## src/rtl/histogram_pkg.sv

```systemverilog
// Shared types and timing constants for the histogram control path.
// Every other histogram file imports this package.
package histogram_pkg;

  localparam int PIXELS_PER_PAIR  = 32;
  localparam int CYCLES_PER_PIXEL = 5;
  localparam int CYCLES_PER_PAIR  =
    3 + CYCLES_PER_PIXEL * PIXELS_PER_PAIR;

  typedef enum logic [3:0] {
    IDLE,
    SET_IN,
    WAIT_IN,
    LATCH_IN,
    SET_SCR,
    WAIT_SCR,
    LATCH_SCR,
    WRITE,
    SHIFT,
    DONE
  } state_e;

  typedef struct packed {
    logic set_in;
    logic rd_in;
    logic set_scr;
    logic rd_scr;
    logic wr_scr;
    logic shift;
    logic busy;
    logic done;
  } ctrl_t;

  // Moore decode: at most one strobe per state.
  function automatic ctrl_t decode(input state_e s);
    ctrl_t c;
    c = '0;
    unique case (s)
      IDLE:      c = '0;
      SET_IN:    begin c.set_in  = 1'b1; c.busy = 1'b1; end
      WAIT_IN:   c.busy = 1'b1;
      LATCH_IN:  begin c.rd_in   = 1'b1; c.busy = 1'b1; end
      SET_SCR:   begin c.set_scr = 1'b1; c.busy = 1'b1; end
      WAIT_SCR:  c.busy = 1'b1;
      LATCH_SCR: begin c.rd_scr  = 1'b1; c.busy = 1'b1; end
      WRITE:     begin c.wr_scr  = 1'b1; c.busy = 1'b1; end
      SHIFT:     begin c.shift   = 1'b1; c.busy = 1'b1; end
      DONE:      c.done = 1'b1;
      default:   c = '0;
    endcase
    return c;
  endfunction

endpackage

```

## src/rtl/histogram_control_path.sv

```systemverilog
// Histogram pass sequencer: walks input pairs and the per-pixel
// read/modify/write loop, counting completed pairs.
module histogram_control_path #(
  parameter int NUM_PAIRS       = 128,
  parameter int PIXELS_PER_PAIR = 32
) (
  input  logic        clock,
  input  logic        reset,
  input  logic        start,
  input  logic        all_pixel_written,
  output logic        set_read_address_input_mem,
  output logic        read_data_ready_input_mem,
  output logic        set_read_address_scratch_mem,
  output logic        read_data_ready_scratch_mem,
  output logic        set_write_address_scratch_mem,
  output logic        shift_scratch_memory_rw_address,
  output logic        busy,
  output logic        done,
  output logic [15:0] pair_count
);
  import histogram_pkg::*;

  localparam int PAIR_CYCLES =
    3 + CYCLES_PER_PIXEL * PIXELS_PER_PAIR;
  localparam logic [15:0] LAST_PAIR = 16'(NUM_PAIRS);

  if (NUM_PAIRS < 1 || NUM_PAIRS > 65535) begin : g_bad_np
    $error("NUM_PAIRS must be 1..65535");
  end
  if (PAIR_CYCLES != CYCLES_PER_PAIR) begin : g_bad_ppp
    $error("PIXELS_PER_PAIR disagrees with histogram_pkg");
  end

  state_e      state_q, state_d;
  ctrl_t       ctrl_q, ctrl_d;
  logic [15:0] pair_q, pair_d, pair_inc;

  always_comb begin
    state_d  = state_q;
    pair_d   = pair_q;
    pair_inc = pair_q + 16'd1;
    unique case (state_q)
      IDLE: begin
        if (start) begin
          state_d = SET_IN;
          pair_d  = '0;
        end
      end
      SET_IN:    state_d = WAIT_IN;
      WAIT_IN:   state_d = LATCH_IN;
      LATCH_IN:  state_d = SET_SCR;
      SET_SCR:   state_d = WAIT_SCR;
      WAIT_SCR:  state_d = LATCH_SCR;
      LATCH_SCR: state_d = WRITE;
      WRITE:     state_d = SHIFT;
      // SHIFT doubles as the write-settle cycle for back-to-back bins.
      SHIFT: begin
        if (!all_pixel_written) begin
          state_d = SET_SCR;
        end else begin
          pair_d  = pair_inc;
          state_d = (pair_inc == LAST_PAIR) ? DONE : SET_IN;
        end
      end
      DONE:    state_d = IDLE;
      default: state_d = IDLE;
    endcase
    ctrl_d = decode(state_d);
  end

  always_ff @(posedge clock) begin
    if (reset) begin
      state_q <= IDLE;
      ctrl_q  <= '0;
      pair_q  <= '0;
    end else begin
      state_q <= state_d;
      ctrl_q  <= ctrl_d;
      pair_q  <= pair_d;
    end
  end

  assign set_read_address_input_mem      = ctrl_q.set_in;
  assign read_data_ready_input_mem       = ctrl_q.rd_in;
  assign set_read_address_scratch_mem    = ctrl_q.set_scr;
  assign read_data_ready_scratch_mem     = ctrl_q.rd_scr;
  assign set_write_address_scratch_mem   = ctrl_q.wr_scr;
  assign shift_scratch_memory_rw_address = ctrl_q.shift;
  assign busy                            = ctrl_q.busy;
  assign done                            = ctrl_q.done;
  assign pair_count                      = pair_q;

endmodule

```

## config.mk

```make
export PLATFORM = sky130hd
export DESIGN_NAME = histogram_control_path
export DESIGN_NICKNAME = d
export VERILOG_FILES = /design/src/rtl/histogram_pkg.sv /design/src/rtl/histogram_control_path.sv
export SDC_FILE = /design/constraint.sdc
export NUM_CORES = 1
export LEC_CHECK = 0
export ABC_AREA = 1
export BUFFER_PORTS_ARGS = -buffer_cell sky130_fd_sc_hd__buf_2
export CORE_MARGIN = 5
export CORE_UTILIZATION = 25
export DETAILED_ROUTE_END_ITERATION = 6
export PLACE_DENSITY = 0.46
export SYNTH_ARGS = -nofsm -noshare
export SYNTH_HDL_FRONTEND = slang
export SYNTH_SLANG_ARGS = --single-unit
```

## constraint.sdc

```tcl
create_clock -name clock -period 2 [get_ports clock]
set_input_delay 0.2 -clock clock [delete_from_list [all_inputs] [get_ports clock]]
set_output_delay 0.2 -clock clock [all_outputs]
set_load 0.01 [all_outputs]
```

==> flow_summary_export.csv <==
group,metric,value,unit
clock_tree,cts_made_buffers,3,
routing,drtPass1Iterations,4,
layout,drive_above_1_share,0.2191,
power,switchingPower,0.4528,mW
die,die_x,87.95,um
hold_path,holdPathEnd,"state_q[3]$_SDFF_PP0_",
power,pwr-share-seq,0.470,
setup_path,slowest_delay,0.42,ns
power,p_per_area,795.7,nW/um2
clock_tree,cts-hold-fix-buffers,0,
clock_tree,htreeDepth,1,
setup_path,cp_max_fo,6,
layout,diodes,0,
clock_tree,clkTransAtPathRegs,0.10,ns
sta,fin_crit_sh,0.8689,
logic_synthesis,syn_nets,228,
setup_path,ff2ff_setup_slack,0.26,ns
setup_path,startpoint_type,"flop",
power,power_frac_clock,0.316,
setup_path,startpoint,"pair_count[0]$_SDFFE_PP0P_",
power,peakVddDrop,338.9,uV
sta,slew_headroom,0.6800,
sta,setup_viol,0,
setup_path,r2r-start,"pair_count[0]$_SDFFE_PP0P_",
power,intPower,0.9927,mW
layout,layout_common_cells,"nand2_1 (50), dfxtp_1 (28), buf_2 (27)",
sta,drv_slew,0,
clock_tree,cts_tree,"built",
logic_synthesis,netlist_area,1519,um2
logic_synthesis,synth_cell_types,28,
logic_synthesis,synth_seq_cells,28,
global_routing,grt-ovfl-total,0,
power,power,1.446,mW
logic_synthesis,synth_top_area_frac,0.3690,
clock_tree,root_buffer,"clkbuf_8",
setup_path,path_common_cell,"nand3_1",
power,p_comb_frac,0.214,
sta,period_minus_slack,1.738,ns
setup_path,reg2regPathDepth,10,
layout,nets,257,
setup_path,critPathKind,"flop to flop",
logic_synthesis,ys_seq_area_frac,0.3690,
routing,ant_nets,0,
global_routing,grt_pass1_vias,1432,
place,place_hpwl,3049,um
die,dieHeight,87.95,um
clock_tree,cts_resized,0,
routing,drcViolationCount,0,
logic_synthesis,yosys-top-cells-area,"dfxtp_1 (37%), nand2_1 (12%), inv_1 (6.4%), a21oi_1 (5.9%), nand3_1 (5.9%)",
routing,first_iter_violations,44,
logic_synthesis,yosysWarnings,0,
sta,skew,0.007605,ns
sta,setup_tns,0,ns
run_status,status,"completed",
layout,syn2layout_area_growth,19.60,%
setup_path,cp_data_arrival_time,1.92,ns
routing,vias,1477,
logic_synthesis,syn_area_per_cell,6.811,um2
die,initial_core_util,0.2566,
power,p_leak,0.7897,nW
setup_path,r2r-end,"busy$_SDFF_PP0_",
sta,tightest_slew,0.4795,ns
clock_tree,clockBufferDepth,2,
sta,worst_slack,0.2622,ns
setup_path,crit_path_end_kind,"flop",
logic_synthesis,synth_top_cell_by_area,"dfxtp_1",
routing,routed_wl,4018,um
global_routing,grt_max_degree,33,
setup_path,critPathRequiredTime,2.18,ns
global_routing,grt_first_pass_wirelength,6851,um
clock_tree,post-cts-setup-buffers,0,
hold_path,holdPathStages,2,
global_routing,track_usage,0.1124,
clock_tree,clock_sinks,28,
power,sw_frac_of_total,0.3133,
hold_path,hp-class,"input pin to flop",
run,drv_cap,0,
die,ios,28,
routing,routedWlPerCell,12.33,um
setup_path,crit_chain,"ha_1, nand3_1, nor2_2, nand4_1, nand2_1, nand3_1, nor2_2, nand2_2, nand3_1, nand2_1",
sta,max_freq,575.4,MHz
die,coreArea,5921,um2
hold_path,worst_hold_startpoint,"reset",
die,rows,28,
place,portBuffers,27,
layout,mostFrequentLayoutCell,"nand2_1",
logic_synthesis,synth_cells,223,
sta,grt_setup_unrepaired,"false",
setup_path,worst_path_max_delay_cell,"dfxtp_1",
routing,viasPerCell,4.531,
global_routing,antenna_found_initial,0,
sta,finalHoldViolCount,0,
place,gp_congestion,0.8304,
die,die_area,7734,um2
place,dp_slack,0.2688,ns
clock_tree,clock_latency,0.28,ns
layout,fillers,670,
cell type report:
| cell class | count | area, um2 | area share |
|---|---|---|---|
| tap | 75 | 93.84 | 0.05165 |
| clock inverter | 1 | 30.03 | 0.01653 |
| multi-input combinational | 162 | 832.0 | 0.4580 |
| clock buffer | 3 | 41.29 | 0.02273 |
| sequential | 28 | 560.5 | 0.3085 |
| inverter | 27 | 101.3 | 0.05579 |
| timing repair buffer | 30 | 157.7 | 0.08678 |
power groups by stage:
stage,Combinational (mW),Sequential [mW],Clock [mW]
finish,0.309,0.679,0.457
global route,0.354,0.692,0.501
CTS,0.316,0.680,0.482
detailed placement,0.314,0.693,0
global placement,0.313,0.693,0
floorplan,0.187,0.704,0
flip-flops by register name, summed over array words and instances, names as in the netlist:
| name | cells |
|---|---|
| pair_count | 16 |
| state_q | 4 |
| busy | 1 |
| done | 1 |
| read_data_ready_input_mem | 1 |
| read_data_ready_scratch_mem | 1 |
| set_read_address_input_mem | 1 |
| set_read_address_scratch_mem | 1 |
| set_write_address_scratch_mem | 1 |
| shift_scratch_memory_rw_address | 1 |
cells by family (layout without fill, tap and decap cells):
logic type	Yosys count	after routing	synth area share
AND/OR/NAND/NOR	120	120	0.3946
AO/OA/AOI/OAI	39	39	0.1334
buffers and inverters	33	61	0.08319
flip-flops	28	28	0.3690
XOR/XNOR	2	2	0.01153
adder cells (fa/ha/maj)	1	1	0.008236
how the worst max path moves through the flow:
stage / endpoint / slack [ns] / depth (start not counted)
3_5_place_dp: busy$_SDFF_PP0_ / 0.27 / 10
2_1_floorplan: busy$_SDFF_PP0_ / 0.40 / 10
5_1_grt: busy$_SDFF_PP0_ / 0.09 / 10
3_3_place_gp: busy$_SDFF_PP0_ / 0.28 / 10
4_1_cts: busy$_SDFF_PP0_ / 0.24 / 10
6_report: busy$_SDFF_PP0_ / 0.26 / 10
routing by layer:
layer / wire length (um) / vias up / GRT usage
met2: 1840 / 17 / 0.1870
met1: 2007 / 658 / 0.1460
met3: 105 / 6 / 0.01787
met5: 0 / - / 0
li1: - / 796 / -
met4: 65 / 0 / 0.04184
cells in the mapped netlist, drive strengths merged:
master  instances
nand2          55
dfxtp          28
inv            27
nor2           25
nand3          21
o21ai          19
a21oi          18
nand4          10
nor4            4
buf             3
clkbuf          3
or2             3
xor2            2
a211oi          1
a31oi           1
ha              1
nand3b          1
nor3            1
worst max-delay path: cells and delay by family, from the launching register on:
family | cells | cell delay [ns]
simple gates | 9 | 0.97
flops | 1 | 0.42
fa+ha+maj | 1 | 0.26
stage by stage:
stage / cell area [um2] / instances / util / hold WS, ns
2_1_floorplan: 1519 / 223 / - / 0.4102
5_1_grt: 1817 / 326 / 0.3068 / 0.2343
6_report: 1817 / 326 / 0.3068 / 0.2180
3_5_place_dp: 1745 / 322 / 0.2948 / 0.5164
4_1_cts: 1817 / 326 / 0.3068 / 0.2077
3_3_place_gp: 1745 / 322 / 0.2948 / 0.5140
No activity file was read; power rests on OpenSTA's default activity.
